==> src/rtl/psk_pkg.sv <==
// psk_pkg -- shared constants and types for the 2PSK modulator/demodulator chain.
//
// Contents:
//   SYM_LEN_DEF  default samples per symbol (even, >= 2, power of two)
//   AMB_W_DEF    default width of the ambiguity (tie) counter
//   ph_w()       width of the in-symbol phase counter for a given SYM_LEN
//   cnt_w()      width of the match accumulator; holds the value SYM_LEN
//   psk_state_t  demodulator mode: IDLE (start low) or RUN (start high)
package psk_pkg;

  localparam int SYM_LEN_DEF = 4;
  localparam int AMB_W_DEF   = 8;

  typedef enum logic {
    IDLE = 1'b0,
    RUN  = 1'b1
  } psk_state_t;

  function automatic int ph_w(input int sym_len);
    return $clog2(sym_len);
  endfunction

  // One extra bit so a full-symbol total of SYM_LEN matches never wraps.
  function automatic int cnt_w(input int sym_len);
    return $clog2(sym_len) + 1;
  endfunction

endpackage

==> src/rtl/psk_carrier_gen.sv <==
// psk_carrier_gen -- symbol phase counter and 0-degree reference carrier.
//
// Ports:
//   clk_i      system clock, rising edge
//   rst_i      synchronous active-high reset
//   start_i    run enable; low holds the phase at 0 (flush)
//   phase_o    sample index inside the current symbol, 0..SYM_LEN-1
//   ref_o      reference carrier: 1 for the first half of the symbol, else 0
//   sym_end_o  high on the last sample of a symbol while running
//   state_o    registered mode (mode of the previous cycle), for debug
//
// The mode this cycle follows start_i directly: the first cycle with
// start_i high is already sample 0, so sampling decisions use state_d.
module psk_carrier_gen
  import psk_pkg::*;
#(
  parameter int SYM_LEN = SYM_LEN_DEF
) (
  input  logic                       clk_i,
  input  logic                       rst_i,
  input  logic                       start_i,
  output logic [ph_w(SYM_LEN)-1:0]   phase_o,
  output logic                       ref_o,
  output logic                       sym_end_o,
  output psk_state_t                 state_o
);

  localparam int PH_W = ph_w(SYM_LEN);
  localparam logic [PH_W-1:0] LAST = PH_W'(SYM_LEN - 1);
  localparam logic [PH_W-1:0] HALF = PH_W'(SYM_LEN / 2);

  psk_state_t      state_q, state_d;
  logic [PH_W-1:0] phase_q, phase_d;
  logic            run;

  // State register
  always_ff @(posedge clk_i) begin
    if (rst_i) begin
      state_q <= IDLE;
      phase_q <= '0;
    end else begin
      state_q <= state_d;
      phase_q <= phase_d;
    end
  end

  // Next-state logic
  always_comb begin
    state_d = start_i ? RUN : IDLE;
  end

  // Outputs and phase advance
  always_comb begin
    run       = (state_d == RUN);
    sym_end_o = run && (phase_q == LAST);
    ref_o     = (phase_q < HALF);
    phase_o   = phase_q;
    state_o   = state_q;
    phase_d   = '0;
    if (run && (phase_q != LAST)) begin
      phase_d = phase_q + PH_W'(1);
    end
  end

endmodule

==> src/rtl/psk_coherent_demod.sv <==
// psk_coherent_demod -- coherent 2PSK demodulator producing relative-code bits.
//
// Ports:
//   clk        system clock, rising edge
//   rst        synchronous active-high reset (priority over start)
//   start      demodulation enable; low = idle and discard partial symbol
//   psk_in     1-bit received PSK sample, one per clock
//   rel_out    decided relative-code bit, held between decisions
//   bit_valid  one-cycle strobe, high in the cycle rel_out was updated
//   amb_cnt    number of tie decisions (saturating)
//
// Each sample is compared with the local reference; the number of agreeing
// samples over a symbol picks in-phase (0) or antiphase (1). A tie keeps the
// previous bit but still strobes so the downstream decoder stays aligned.
//
// Build option: define PSK_DEMOD_AMBCNT_EN to count tie decisions in amb_cnt;
// otherwise amb_cnt is constant 0 and no counter is built.
module psk_coherent_demod
  import psk_pkg::*;
#(
  parameter int SYM_LEN = SYM_LEN_DEF,
  parameter int AMB_W   = AMB_W_DEF
) (
  input  logic             clk,
  input  logic             rst,
  input  logic             start,
  input  logic             psk_in,
  output logic             rel_out,
  output logic             bit_valid,
  output logic [AMB_W-1:0] amb_cnt
);

  localparam int CNT_W = cnt_w(SYM_LEN);
  localparam int PH_W  = ph_w(SYM_LEN);
  localparam logic [CNT_W-1:0] HALF = CNT_W'(SYM_LEN / 2);

  logic [PH_W-1:0]  phase;
  logic             ref_bit;
  logic             sym_end;
  psk_state_t       state_unused;

  logic             match;
  logic [CNT_W-1:0] tot;
  logic [CNT_W-1:0] acc_q, acc_d;
  logic             rel_q, rel_d;
  logic             valid_q, valid_d;

  psk_carrier_gen #(
    .SYM_LEN (SYM_LEN)
  ) u_carrier (
    .clk_i     (clk),
    .rst_i     (rst),
    .start_i   (start),
    .phase_o   (phase),
    .ref_o     (ref_bit),
    .sym_end_o (sym_end),
    .state_o   (state_unused)
  );

  assign match = ~(psk_in ^ ref_bit);
  // Restart the sum on sample 0 so a stale accumulator can never leak
  // into a new symbol.
  assign tot   = ((phase == '0) ? '0 : acc_q) + CNT_W'(match);

  always_comb begin
    acc_d   = acc_q;
    rel_d   = rel_q;
    valid_d = 1'b0;
    if (!start) begin
      acc_d = '0;
    end else if (sym_end) begin
      acc_d   = '0;
      valid_d = 1'b1;
      if (tot > HALF) begin
        rel_d = 1'b0;
      end else if (tot < HALF) begin
        rel_d = 1'b1;
      end
    end else begin
      acc_d = tot;
    end
  end

  always_ff @(posedge clk) begin
    if (rst) begin
      acc_q   <= '0;
      rel_q   <= 1'b0;
      valid_q <= 1'b0;
    end else begin
      acc_q   <= acc_d;
      rel_q   <= rel_d;
      valid_q <= valid_d;
    end
  end

  assign rel_out   = rel_q;
  assign bit_valid = valid_q;

`ifdef PSK_DEMOD_AMBCNT_EN
  logic [AMB_W-1:0] amb_q, amb_d;
  logic             tie;

  assign tie = start && sym_end && (tot == HALF);

  always_comb begin
    amb_d = amb_q;
    if (tie && (amb_q != {AMB_W{1'b1}})) begin
      amb_d = amb_q + AMB_W'(1);
    end
  end

  // Cleared by reset only; idling does not lose the tie history.
  always_ff @(posedge clk) begin
    if (rst) begin
      amb_q <= '0;
    end else begin
      amb_q <= amb_d;
    end
  end

  assign amb_cnt = amb_q;
`else
  assign amb_cnt = '0;
`endif

endmodule
==> config.mk <==
export PLATFORM = sky130hd
export DESIGN_NAME = psk_coherent_demod
export DESIGN_NICKNAME = d
export VERILOG_FILES = /design/src/rtl/psk_pkg.sv /design/src/rtl/psk_carrier_gen.sv /design/src/rtl/psk_coherent_demod.sv
export SDC_FILE = /design/constraint.sdc
export NUM_CORES = 1
export LEC_CHECK = 0
export ABC_AREA = 1
export BUFFER_PORTS_ARGS = -buffer_cell sky130_fd_sc_hd__buf_2
export CORE_AREA = 2 2 39 41
export DETAILED_ROUTE_END_ITERATION = 12
export DIE_AREA = 0 0 41 43
export GPL_ROUTABILITY_DRIVEN = 0
export SLEW_MARGIN = 20
export SYNTH_ARGS = -nofsm -noshare
export SYNTH_HDL_FRONTEND = slang
export SYNTH_SLANG_ARGS = --single-unit
==> constraint.sdc <==
create_clock -name clk -period 2.3 [get_ports clk]
set_input_delay 0.69 -clock clk [delete_from_list [all_inputs] [get_ports clk]]
set_output_delay 0.69 -clock clk [all_outputs]
set_load 0.01 [all_outputs]
==> results of run 1 <==
[flip-flops by register name, indices dropped and copies added (netlist names)]
signal / count
acc_q: 3
rel_out: 1
u_carrier.phase_o: 2
bit_valid: 1
[cells by family (layout without fill, tap and decap cells)]
group                      Yosys count  after routing  synth area share (%)
xor gates and xnor gates             1              1                 2.223
DFF                                  7              7                 35.55
and+or+nand+nor                     15             15                 17.78
adders and majority gates            4              4                 12.70
other                                1              8                0.9515
buffers and inverters               19             20                 26.03
AOI/OAI and AO/OA                    3              3                 4.760
[power by group]
part           leakage (nW)  switching, mW  internal (mW)
clock                0.0150         0.0421         0.0660
sequential           0.0569        0.00160          0.124
combinational         0.159         0.0159        0.00766
total                 0.231         0.0597          0.198
[cell usage after synthesis]
cell type,count
nand2_2,1
inv_1,10
nor2_2,1
o21ai_1,1
a21oi_1,1
nand3_2,1
clkinv_2,1
a21oi_2,1
conb_1,1
dfxtp_1,7
xor2_1,1
ha_1,4
nand2_1,3
buf_4,8
nor2_1,7
nand3_1,2
[through the flow]
step,area (sq um),worst slack (ps),util (%),total power [mW]
floorplan,420.4,645.0,-,0.1562
global placement,405.4,492.6,29.29,0.1522
detailed placement,405.4,492.6,29.29,0.1523
CTS,431.7,743.8,31.19,0.2647
global route,431.7,681.4,31.19,0.2756
finish,431.7,750.6,31.19,0.2578
[routing by layer]
layer	global-route usage, %	vias to the layer above	share of wire (%)
met5	0	-	0
met4	2.000	0	2.0
met3	7.853	2	12
met2	10.63	11	44
met1	8.682	119	41
li1	-	147	-
[worst max path at each step]
stage,endpoint,cells after the start
2_1_floorplan,rel_out,6
3_3_place_gp,rel_out,7
3_5_place_dp,rel_out,7
4_1_cts,rel_out,7
5_1_grt,rel_out,9
6_report,rel_out,7
[worst register-to-register path, cell delays in order (launching register included)]
cell and delay (ps):
dfxtp_1 360, inv_1 50, ha_1 200, nor2_1 110, ha_1 150, ha_1 250
nand2_1 80, nand3_1 90, a21oi_2 120
[area by class of cell]
class                   count  area [sq um]  share of cell area [%]
multi-input cells          31         177.7                   41.16
flip-flops and latches      7         140.1                   32.46
inverters                  11         42.54                   9.855
clock buffers               4         26.28                   6.087
repair buffers              5         25.02                   5.797
well taps                  16         20.02                   4.638
[cell usage in the layout, fill, tap and decap left out, drive strengths merged]
cell type / n
buf: 5
dfxtp: 7
clkinv: 1
clkbuf: 4
nand2: 4
nand3: 3
o21ai: 1
ha: 4
nor2: 8
xor2: 1
a21oi: 2
conb: 8
inv: 10
==> reports/results.txt, run 1 <==
Worst Hold Launch - u_carrier.phase_o[0]
Pre-antenna DRT Iters - 2
P_leak - 0.2310 nW
share of cells above drive strength 1 - 22.41%
I/O Buffers - 5
Fin Clk Skew - 0.07169 ps
unrepaired setup endpoints after global routing - no
CP Class - in -> reg
htree depth - 1
Synth top area share - 35.56%
initial antenna violation count - 0
Min Clock Period, post-route - 1549 ps
DR vias - 279
cell family with most CP delay - adder cells
# rows - 14
R2R Setup Slk - 830 ps
mean number of vias per cell - 3.770
post-synth cell types - 16
Warnings, synthesis - 0
Die ar. - 1763 sq um
status - completed
Period Utilization, post-route - 67.37%
synthesized area - 394.1 sq um
CP most frequent cell - ha_1
vias in the first global route - 233
Fin. Hold Viols - 0
post-cts resize count - 0
Min-Delay Path Class - reg -> reg
CP Capture Type - register
CP startpoint - psk_in
CTS Sinks - 7
area leader, netlist - dfxtp_1
Synth area leaders - dfxtp_1 36%, buf_4 15%, ha_1 13%
Num CTS Buffers - 3
fill cell total of the finished layout - 156
#FFs+latches synth - 7
core footprint - 1384 sq um
DRC violations left - 0
Max-Cap Viols - 0
Detailed Route WL - 510 microns
first-pass GRT wire length - 897 microns
Hold Buf Count CTS - 0
setup bufs post-CTS - 0
Peak Freq - 645.4 MHz
FF-to-FF End - rel_out
CP bufs+invs - 1
GRT Total Usage - 7.932%
Root Driver - clkbuf_4
largest net degree at the start of global routing - 6
antenna-violating nets left - 0
CP cell instances - buf_2 > xor2_1 > ha_1 > ha_1 > nand2_1 > nand3_1 > a21oi_2
Max FO, Critical Path - 3
final std cells w/o fill - 74
Initial Util - 28.48%
Slowest-stage cell, CP - ha_1
WL per Instance - 6.892 microns
Synth Area per Inst - 7.883 sq um
Layout area overhead - 9.524%
Detailed Route Iter0 Violations - 2
Pins Over Slew Limit - 0
placed insts - 70
CP startpoint kind - input pin
slowest cell delay on critical path - 310 ps
Hold EP - u_carrier.phase_o[0]
I/O Pins - 14
Cells after Synth - 50
DIE WIDTH - 41 microns
Hold WS - 442.3 ps
final setup fails - 0
CTS Buffer Depth - 2
Inserted Diodes - 0
Reg-to-Reg Start - u_carrier.phase_o[1]
global route overflow - 0
die height - 43 microns
r2r worst-path depth - 8
Worst Path Required - 2480 ps
clock slew seen by the registers of the worst setup and hold paths - 50 ps
crit path DAT - 1730 ps
PwrDens - 597.2 nW/um^2
Worst-Skew Late Latency - 240 ps
NumNets Final - 67
Setup TNS Final - 0 ps
CTS tree - done
worst vdd ir - 0.3572 mV
register area share after synthesis - 35.56%
hold depth - 1
HPWL Detailed - 409.9 microns
Note: power is estimated with default switching activity, not from simulation.
==> run 2, diff against run 1 <==
==> constraint.sdc (replaced) <==
create_clock -name clk -period 1.6 [get_ports clk]
set_input_delay 0.48 -clock clk [delete_from_list [all_inputs] [get_ports clk]]
set_output_delay 0.48 -clock clk [all_outputs]
set_load 0.01 [all_outputs]
==> run 2 against run 1 <==
Global-route usage decreased by 0.20 points. Combinational power up 47%. Non-clock buffer count unchanged. Final cell count unchanged. Sequential share of layout area increased by 0.20 points. Count of clock-buffer cells in the layout is the same. Sequential cell count is the same. Wire length down 1.2%. Power grew 46%. Critical endpoint unchanged. Largest power group unchanged. Highest routed layer unchanged.
==> reports/results.txt, run 2 (synthesis results as in run 1) <==
setup bufs post-CTS - 0 (unchanged)
Min Clock Period, post-route - 1477 ps
WL per Instance - 6.811 microns (-1.2%)
crit path DAT - 1670 ps (-60 ps)
global route overflow - 0 (unchanged)
CTS Buffer Depth - 2 (unchanged)
max reg flops - 3 (unchanged)
HPWL Detailed - 409.9 microns (unchanged)
R2R Setup Slk - 120 ps (-710 ps)
r2r worst-path depth - 8 (unchanged)
Hold EP - u_carrier.phase_o[0]
I/O Buffers - 5 (unchanged)
Period Utilization, post-route - 92.31%
CP Class - reg -> reg
commonest non-fill, non-tap cell in the layout - inv_1
share of cells above drive strength 1 - 24.14% (+1.7 points)
worst vdd ir - 0.3268 mV (-8.5%)
Inserted Diodes - 0 (unchanged)
hold depth - 1 (unchanged)
I/O Pins - 14 (unchanged)
Root Driver - clkbuf_4
Pre-antenna DRT Iters - 4 (+2)
Worst Hold Launch - u_carrier.phase_o[0]
CP bufs+invs - 1 (unchanged)
GRT Total Usage - 7.731% (-0.20 points)
Detailed Route Iter0 Violations - 3 (+1)
fill cell total of the finished layout - 177 (+13%)
antenna-violating nets left - 0 (unchanged)
Post-DP Area - 405.4 sq um (unchanged)
Hold WS - 410.1 ps (-32.21 ps)
Pins Over Slew Limit - 0 (unchanged)
status - completed
FF-to-FF End - rel_out
unrepaired setup endpoints after global routing - no
Slowest-stage cell, CP - dfxtp_1
CP Capture Type - register
DRC violations left - 0 (unchanged)
DR vias - 278 (-0.36%)
Fin Clk Skew - 1.706 ps (+1.634 ps)
Num CTS Buffers - 3 (unchanged)
Max-Cap Viols - 0 (unchanged)
clock slew seen by the registers of the worst setup and hold paths - 50 ps (about the same)
Min-Delay Path Class - reg -> reg
Max FO, Critical Path - 3 (unchanged)
Worst Path Required - 1790 ps (-690 ps)
NumNets Final - 67 (unchanged)
largest register by flop count - acc_q
CP cell instances - inv_1 > ha_1 > nor2_1 > ha_1 > ha_1 > nand2_1 > nand3_1 > a21oi_2
Detailed Route WL - 504 microns (-1.2%)
commonest non-fill, non-tap cells in the layout - 10 x inv_1, 8 x conb_1, 7 x nor2_1
CP startpoint kind - register
Initial Util - 28.48% (unchanged)
CTS Sinks - 7 (unchanged)
final setup fails - 0 (unchanged)
Layout area overhead - 9.841%
die height - 43 microns (unchanged)
CP most frequent cell - ha_1
PwrDens - 871.7 nW/um^2 (+46%)
core footprint - 1384 sq um (unchanged)
P_leak - 0.2313 nW (+0.14%)
final std cells w/o fill - 74 (unchanged)
htree depth - 1 (unchanged)
largest net degree at the start of global routing - 6 (unchanged)
# rows - 14 (unchanged)
Peak Freq - 677.0 MHz
mean number of vias per cell - 3.757 (-0.36%)
Die ar. - 1763 sq um (unchanged)
Worst-Skew Late Latency - 250 ps (about the same)
Fin. Hold Viols - 0 (unchanged)
placed insts - 70 (unchanged)
initial antenna violation count - 0 (unchanged)
first-pass GRT wire length - 841 microns (-6.2%)
Reg-to-Reg Start - u_carrier.phase_o[1]
cell family with most CP delay - adder cells
CTS tree - done
post-route cell area - 432.9 sq um (+0.29%)
vias in the first global route - 233 (unchanged)
DIE WIDTH - 41 microns (unchanged)
slowest cell delay on critical path - 360 ps (+50 ps)
-- run 2: cell types whose count changed in the layout (fill, tap and decap cells not counted) --
cell and change:
dfxtp_1 -1, dfxtp_2 +1
-- run 2: what timing repair did --
| item | 4_1_cts | 5_1_grt |
|---|---|---|
| gates resized for setup | 0 | 1 |
| setup endpoints to repair | 0 | 1 |
| hold buffers | 0 | 0 |
-- run 2: cell type report --
type | instances | area [sq um] | area share, %
Tap cell | 16 | 20.02 | 4.624
Inverter | 11 | 42.54 | 9.827
Sequential cell | 7 | 141.4 | 32.66
Multi-Input combinational cell | 31 | 177.7 | 41.04
Clock buffer | 4 | 26.28 | 6.069
Timing Repair Buffer | 5 | 25.02 | 5.780
-- run 2: worst max-delay path by stage --
stage	startpoint	endpoint	slack, ps	cells after the start
after floorplan	psk_in	rel_out	150	6
after global placement	psk_in	rel_out	4	7
after detailed placement	psk_in	rel_out	-20	7
after CTS	u_carrier.phase_o[1]	rel_out	110	8
after global routing	u_carrier.phase_o[1]	rel_out	20	8
final	u_carrier.phase_o[1]	rel_out	120	8
-- run 2: worst reg2reg max path, cell delays in order (launching register included) --
cell     delay [ps]
dfxtp_1         360
inv_1            50
ha_1            210
nor2_1          120
ha_1            150
ha_1            260
nand2_1          80
nand3_1          90
a21oi_2         110
-- run 2: stage by stage --
step	power [mW]	util, %	worst slack, ps	setup TNS, ps
2_1_floorplan	0.2246	-	155.0	0
3_3_place_gp	0.2187	29.29	3.707	0
3_5_place_dp	0.2194	29.29	-15.34	-15.34
4_1_cts	0.3861	31.19	106.0	0
5_1_grt	0.4049	31.28	22.78	0
6_report	0.3774	31.28	123.0	0
-- run 2: metal layers --
layer | track usage (%) | vias to the layer above | share of wire [%]
met2 | 9.375 | 13 | 45
met3 | 4.712 | 2 | 10
met4 | 8.000 | 0 | 1.8
li1 | - | 148 | -
met1 | 8.360 | 115 | 43
met5 | 0 | - | 0
-- run 2: where the power goes --
part | internal (mW) | switching [mW] | leakage (nW)
sequential | 0.179 | 0.00226 | 0.0572
clock | 0.0952 | 0.0663 | 0.0150
combinational | 0.0112 | 0.0234 | 0.159
